==> src/rtl/eth_frame_builder.sv <==
// eth_frame_builder: builds a fixed 16-word Ethernet/IPv4/UDP frame per request
// and streams it out with sop/eop framing, backpressure and an inter-frame gap.
module eth_frame_builder #(
   parameter logic [47:0] DST_MAC = 48'h0200_0000_0002,
   parameter logic [47:0] SRC_MAC = 48'h0200_0000_0001,
   parameter int          IFG     = 2,
   parameter logic [31:0] FILL    = 32'h0000_0000
) (
   input  logic        clk,
   input  logic        rst_n,
   input  logic        req_valid_i,
   output logic        req_ready_o,
   input  logic [31:0] src_ip_i,
   input  logic [31:0] dst_ip_i,
   input  logic [15:0] src_port_i,
   input  logic [15:0] dst_port_i,
   output logic        out_valid_o,
   input  logic        out_ready_i,
   output logic        out_sop_o,
   output logic        out_eop_o,
   output logic [31:0] out_data_o,
   output logic [15:0] seq_o
);
   typedef enum logic [1:0] {IDLE, SEND, GAP} state_t;
   state_t      state_q, state_d;
   logic [3:0]  idx_q, idx_d;
   logic [15:0] seq_q, seq_d, cseq_q, cseq_d, sport_q, sport_d, dport_q, dport_d, gap_q, gap_d;
   logic [31:0] sip_q, sip_d, dip_q, dip_d, data_q, data_d;
   logic        valid_q, valid_d, sop_q, sop_d, eop_q, eop_d;

   function automatic logic [31:0] word(input logic [3:0] i, input logic [31:0] sip, dip,
                                        input logic [15:0] sp, dp, sq);
      case (i)
         4'd0:    word = DST_MAC[47:16];
         4'd1:    word = {DST_MAC[15:0], SRC_MAC[47:32]};
         4'd2:    word = SRC_MAC[31:0];
         4'd3:    word = 32'h0800_4500;
         4'd4:    word = {16'd44, sq};
         4'd5:    word = 32'h4000_4011;
         4'd6:    word = 32'h0;
         4'd7:    word = 32'h0;
         4'd8:    word = sip;
         4'd9:    word = dip;
         4'd10:   word = {sp, dp};
         4'd11:   word = {16'd24, 16'h0000};
         default: word = FILL;
      endcase
   endfunction

   always_comb begin
      state_d = state_q;
      idx_d   = idx_q;
      seq_d   = seq_q;
      cseq_d  = cseq_q;
      sip_d   = sip_q;
      dip_d   = dip_q;
      sport_d = sport_q;
      dport_d = dport_q;
      gap_d   = gap_q;
      data_d  = data_q;
      valid_d = valid_q;
      sop_d   = sop_q;
      eop_d   = eop_q;
      case (state_q)
         IDLE: if (req_valid_i) begin
            sip_d   = src_ip_i;
            dip_d   = dst_ip_i;
            sport_d = src_port_i;
            dport_d = dst_port_i;
            cseq_d  = seq_q;
            idx_d   = 4'd0;
            data_d  = word(4'd0, src_ip_i, dst_ip_i, src_port_i, dst_port_i, seq_q);
            valid_d = 1'b1;
            sop_d   = 1'b1;
            eop_d   = 1'b0;
            state_d = SEND;
         end
         SEND: if (out_ready_i) begin
            if (idx_q == 4'd15) begin
               seq_d   = seq_q + 16'd1;
               valid_d = 1'b0;
               sop_d   = 1'b0;
               eop_d   = 1'b0;
               gap_d   = '0;
               state_d = (IFG == 0) ? IDLE : GAP;
            end else begin
               idx_d  = idx_q + 4'd1;
               data_d = word(idx_d, sip_q, dip_q, sport_q, dport_q, cseq_q);
               sop_d  = 1'b0;
               eop_d  = (idx_d == 4'd15);
            end
         end
         GAP: begin
            gap_d = gap_q + 16'd1;
            if (gap_q == 16'(IFG - 1)) state_d = IDLE;
         end
         default: state_d = IDLE;
      endcase
   end

   always_ff @(posedge clk or negedge rst_n) begin
      if (!rst_n) begin
         state_q <= IDLE;
         idx_q   <= '0;
         seq_q   <= '0;
         cseq_q  <= '0;
         sip_q   <= '0;
         dip_q   <= '0;
         sport_q <= '0;
         dport_q <= '0;
         gap_q   <= '0;
         data_q  <= '0;
         valid_q <= 1'b0;
         sop_q   <= 1'b0;
         eop_q   <= 1'b0;
      end else begin
         state_q <= state_d;
         idx_q   <= idx_d;
         seq_q   <= seq_d;
         cseq_q  <= cseq_d;
         sip_q   <= sip_d;
         dip_q   <= dip_d;
         sport_q <= sport_d;
         dport_q <= dport_d;
         gap_q   <= gap_d;
         data_q  <= data_d;
         valid_q <= valid_d;
         sop_q   <= sop_d;
         eop_q   <= eop_d;
      end
   end

   assign req_ready_o = (state_q == IDLE);
   assign out_valid_o = valid_q;
   assign out_sop_o   = sop_q;
   assign out_eop_o   = eop_q;
   assign out_data_o  = data_q;
   assign seq_o       = seq_q;
endmodule

==> config.mk <==
export PLATFORM = sky130hd
export DESIGN_NAME = eth_frame_builder
export DESIGN_NICKNAME = d
export VERILOG_FILES = /design/src/rtl/eth_frame_builder.sv
export SDC_FILE = /design/constraint.sdc
export NUM_CORES = 1
export LEC_CHECK = 0
export BUFFER_PORTS_ARGS = -buffer_cell sky130_fd_sc_hd__buf_2
export CAP_MARGIN = 20
export CELL_PAD_IN_SITES_DETAIL_PLACEMENT = 2
export CELL_PAD_IN_SITES_GLOBAL_PLACEMENT = 2
export CORE_MARGIN = 2
export CORE_UTILIZATION = 32
export CTS_BUF_LIST = sky130_fd_sc_hd__clkbuf_4 sky130_fd_sc_hd__clkbuf_8
export DETAILED_ROUTE_END_ITERATION = 6
export HOLD_SLACK_MARGIN = 0.08
export PLACE_DENSITY = 0.68
export SYNTH_ARGS = -nofsm -noshare
export SYNTH_HDL_FRONTEND = slang
export SYNTH_SLANG_ARGS = --single-unit
==> constraint.sdc <==
create_clock -name clk -period 2.22 [get_ports clk]
set_input_delay 0.333 -clock clk [delete_from_list [all_inputs] [get_ports clk]]
set_output_delay 0.333 -clock clk [all_outputs]
set_load 0.02 [all_outputs]
==> impl_metrics.py <==
metrics = {
    "place": {
        "gpl.final_weighted_congestion": 0.813,
        "placement.io_buffers": 151,
        "postPlaceCellArea_um2": 10400,
        "post-dp-hpwl_um": 21000,
    },
    "worst_setup_path": {
        "end_kind": "register",
        "crit_arrival_ns": 2.47,
        "worst-path-max-fanout": 12,
        "start_kind": "register",
        "required_ns": 2.58,
        "worst-setup-path-type": "register to register",
    },
    "synthesis": {
        "yosysUniqueCellTypes": 59,
        "synth_top_flop_cell": "dfrtp_1",
        "avgSynthCellArea_um2": 10.8,
        "netlist_area_um2": 8900,
        "cells_after_synth": 828,
        "synth_enable_flop_cells": 0,
        "synthesis.yosys.warnings": 0,
        "ys_async_sr_fraction_pct": 100,
        "synth_nets": 936,
        "ys_seq_elements": 185,
        "yosysSeqAreaShare_pct": 52.0,
    },
    "floorplan": {
        "core.rowCount": 61,
        "die_area_um2": 29200,
        "floorplan.initialDensity_pct": 32.3,
        "die_width_um": 171,
        "die_y_um": 171,
        "core_region_area_um2": 27600,
        "io_pins": 152,
    },
    "cts": {
        "clock_tree.buffer_depth": 2,
        "cts.sink_count": 185,
        "tritoncts": "built",
        "clock_tree.htree_level_count": 4,
        "cts-buffers-inserted": 17,
        "clkLatencyLatePin_ns": 0.49,
        "worst_setup_hold_path_clk_slew_ns": 0.12,
        "cts-root-buf": "clkbuf_8",
    },
    "detailed_routing": {
        "drtAntennaViolNets": 0,
        "detail_route.vias_per_cell": 5.22,
        "dr.pass1.iters": 6,
        "routed-via-count": 7780,
        "drt_drc_violations_left": 0,
        "avgRoutedWirePerCell_um": 21.5,
        "finalWirelength_um": 32100,
        "drtIter0Drc": 256,
    },
    "final_layout": {
        "flow.area_growth_from_synthesis_pct": 33.9,
        "design.final.nets": 1208,
        "final_design_area_no_fill_um2": 11900,
        "antenna_cells": 0,
        "fraction_of_layout_instances_using_a_drive_strength_above_1_pct": 34.1,
    },
    "global_route": {
        "first_global_vias": 8581,
        "initial_antenna_violation_count": 0,
        "grt-ovfl-total": 0,
        "pin_count_of_the_biggest_net_entering_global_routing": 64,
        "grt_usage_pct": 22.5,
        "global_route_wire_length_before_repair_um": 49900,
    },
    "timing": {
        "final.period_utilization_pct": 95.0,
        "layout_min_cycle_time_ns": 2.11,
        "tightest_slew_ns": 0.564,
        "timing_max_transition_violations_final": 0,
        "fin_skew_ns": 0.0245,
        "setup-violations-final": 0,
        "timing.final.hold_violations": 0,
        "fmax_ghz": 0.474,
        "fin_hold_ws_ns": 0.117,
        "slew_headroom_pct": 62.4,
    },
    "pwr": {
        "post-layout-total-power_w": 0.0133,
        "vdd_ir_drop_max_uv": 436,
        "leakagePower_nw": 5.23,
        "power_per_cell_area_nw_per_um2": 1110,
    },
    "min_path": {
        "timing.hold.worst.class": "primary input to register",
    },
    "flow_run": {
        "cap_viol_max_count": 0,
    },
    "outcome": {
        "outcome": "complete, no violations",
    },
}
==> Yosys cell counts, drive strengths merged, types with 4 or more instances <==
| library cell | count | share of area (%) |
|---|---|---|
| nand4 | 43 | 3.2 |
| nand2 | 107 | 4.5 |
| xor2 | 6 | 0.59 |
| a222oi | 10 | 1.1 |
| a21oi | 12 | 0.80 |
| nor3 | 4 | 0.22 |
| a31oi | 4 | 0.28 |
| o211ai | 5 | 0.58 |
| mux2 | 108 | 14 |
| nand3 | 30 | 1.7 |
| dfrtp | 185 | 52 |
| a21boi | 16 | 1.3 |
| xnor2 | 13 | 1.3 |
| clkbuf | 22 | 0.93 |
| a2111oi | 5 | 0.49 |
| and4 | 4 | 0.39 |
| and2 | 5 | 0.38 |
| inv | 15 | 0.63 |
| o21ai | 106 | 6.0 |
| ha | 8 | 1.1 |
| nor2 | 19 | 0.86 |
| buf | 35 | 2.2 |
| a22o | 6 | 0.59 |
| nand2b | 4 | 0.37 |
| nor4 | 14 | 1.1 |
==> power breakdown <==
part | total, W | switching, W | leakage, nW | internal [W]
combinational | 0.00503 | 0.00273 | 2.69 | 0.00230
clock | 0.00267 | 0.00148 | 0.230 | 0.00119
sequential | 0.00556 | 0.00103 | 2.31 | 0.00454
total | 0.0133 | 0.00524 | 5.23 | 0.00803
==> final cells by class <==
type,instances,area (um^2)
inverter,15,56.3
clock buffer,17,234
clock inverter,15,226
multi-input combinational,572,4010
sequential,185,4630
fill,2897,15600
tap,378,473
timing repair buffer,309,2290
==> registers in the layout, summed over array words and instances, names as in the netlist <==
name,cells
out_valid_o,1
cseq_q,16
idx_q,4
sport_q,16
out_sop_o,1
dip_q,32
sip_q,32
gap_q,16
out_eop_o,1
seq_o,16
dport_q,16
out_data_o,32
state_q,2
==> cells by family (layout without fill, tap and decap cells) <==
logic type / Yosys count / in the layout / share of synthesized area, %
buffers and inverters: 72 / 356 / 3.74
adder cells (fa/ha/maj): 8 / 8 / 1.12
AO/OA/AOI/OAI: 187 / 188 / 13.2
multiplexers: 110 / 110 / 13.9
flip-flops: 185 / 185 / 52.0
XOR/XNOR: 19 / 19 / 1.87
AND/OR/NAND/NOR: 247 / 247 / 14.2
==> per-layer routing <==
metal  global-route usage, %  up-vias  wire [um]
met5                       0        -          0
met1                    28.0     4034      13800
met2                    40.0      158      16700
met4                    6.54        0        586
met3                    4.12       29       1010
li1                        -     3559          -
==> repair_timing <==
item,CTS,global route
hold buffers,94,1
endpoints found under the hold margin,149,1
setup endpoints to repair,10,36
cloned,0,1
pin swaps,0,2
buffers inserted,0,4
resized for setup,7,16
==> layout by cell type (no fill, tap or decap), types with 4 or more instances in the layout <==
master	Yosys	final
a22o_1	6	6
clkbuf_8	0	18
mux2_2	108	108
buf_4	8	55
inv_1	15	15
nor3_1	4	4
a2111oi_2	0	4
nand3_1	30	30
a21oi_1	11	10
a222oi_1	10	10
dfrtp_1	185	183
o211ai_1	4	4
nor4_1	13	13
xor2_1	6	6
ha_1	8	7
buf_2	26	150
nand4_1	42	42
nand2_1	107	106
a31oi_1	4	4
buf_12	0	8
dlygate4sd3_1	0	95
and4_1	4	4
o21ai_1	12	17
xnor2_1	13	13
a21boi_0	15	15
nor2_1	17	17
o21ai_0	94	88
inv_8	0	7
==> stage by stage <==
step                      std cells  worst slack, ns  setup TNS [ns]  utilization [%]
final                          1491            0.110               0             43.3
after global routing           1491         -0.00727        -0.00727             43.3
after CTS                      1485          0.00822               0             42.9
after detailed placement       1359           -0.199          -0.261             37.8
after global placement         1359           -0.141          -0.249             37.8
after floorplan                 828            0.236               0                -
==> worst paths after layout <==
path / start / to / slack [ns] / depth (start not counted)
setup / recovery: idx_q[0] / out_data_o[10] / 0.11 / 8
hold / removal: dst_ip_i[30] / dip_q[30] / 0.12 / 2
setup reg to reg: idx_q[0] / out_data_o[10] / 0.11 / 8
hold reg to reg: gap_q[15] / gap_q[15] / 0.49 / 1
max in group asynchronous: rst_n / sip_q[13] / 1.17 / 3
min in group asynchronous: rst_n / gap_q[6] / 0.38 / 2
==> critical path: stages (launching register included) <==
cell      delay [ns]
dfrtp_2         0.47
ha_1            0.28
buf_4           0.19
buf_4           0.19
a22o_1          0.26
nand3_1         0.09
o211ai_1        0.12
nor3_1          0.26
o21ai_0         0.10
Note: power is estimated with default switching activity, not from simulation.
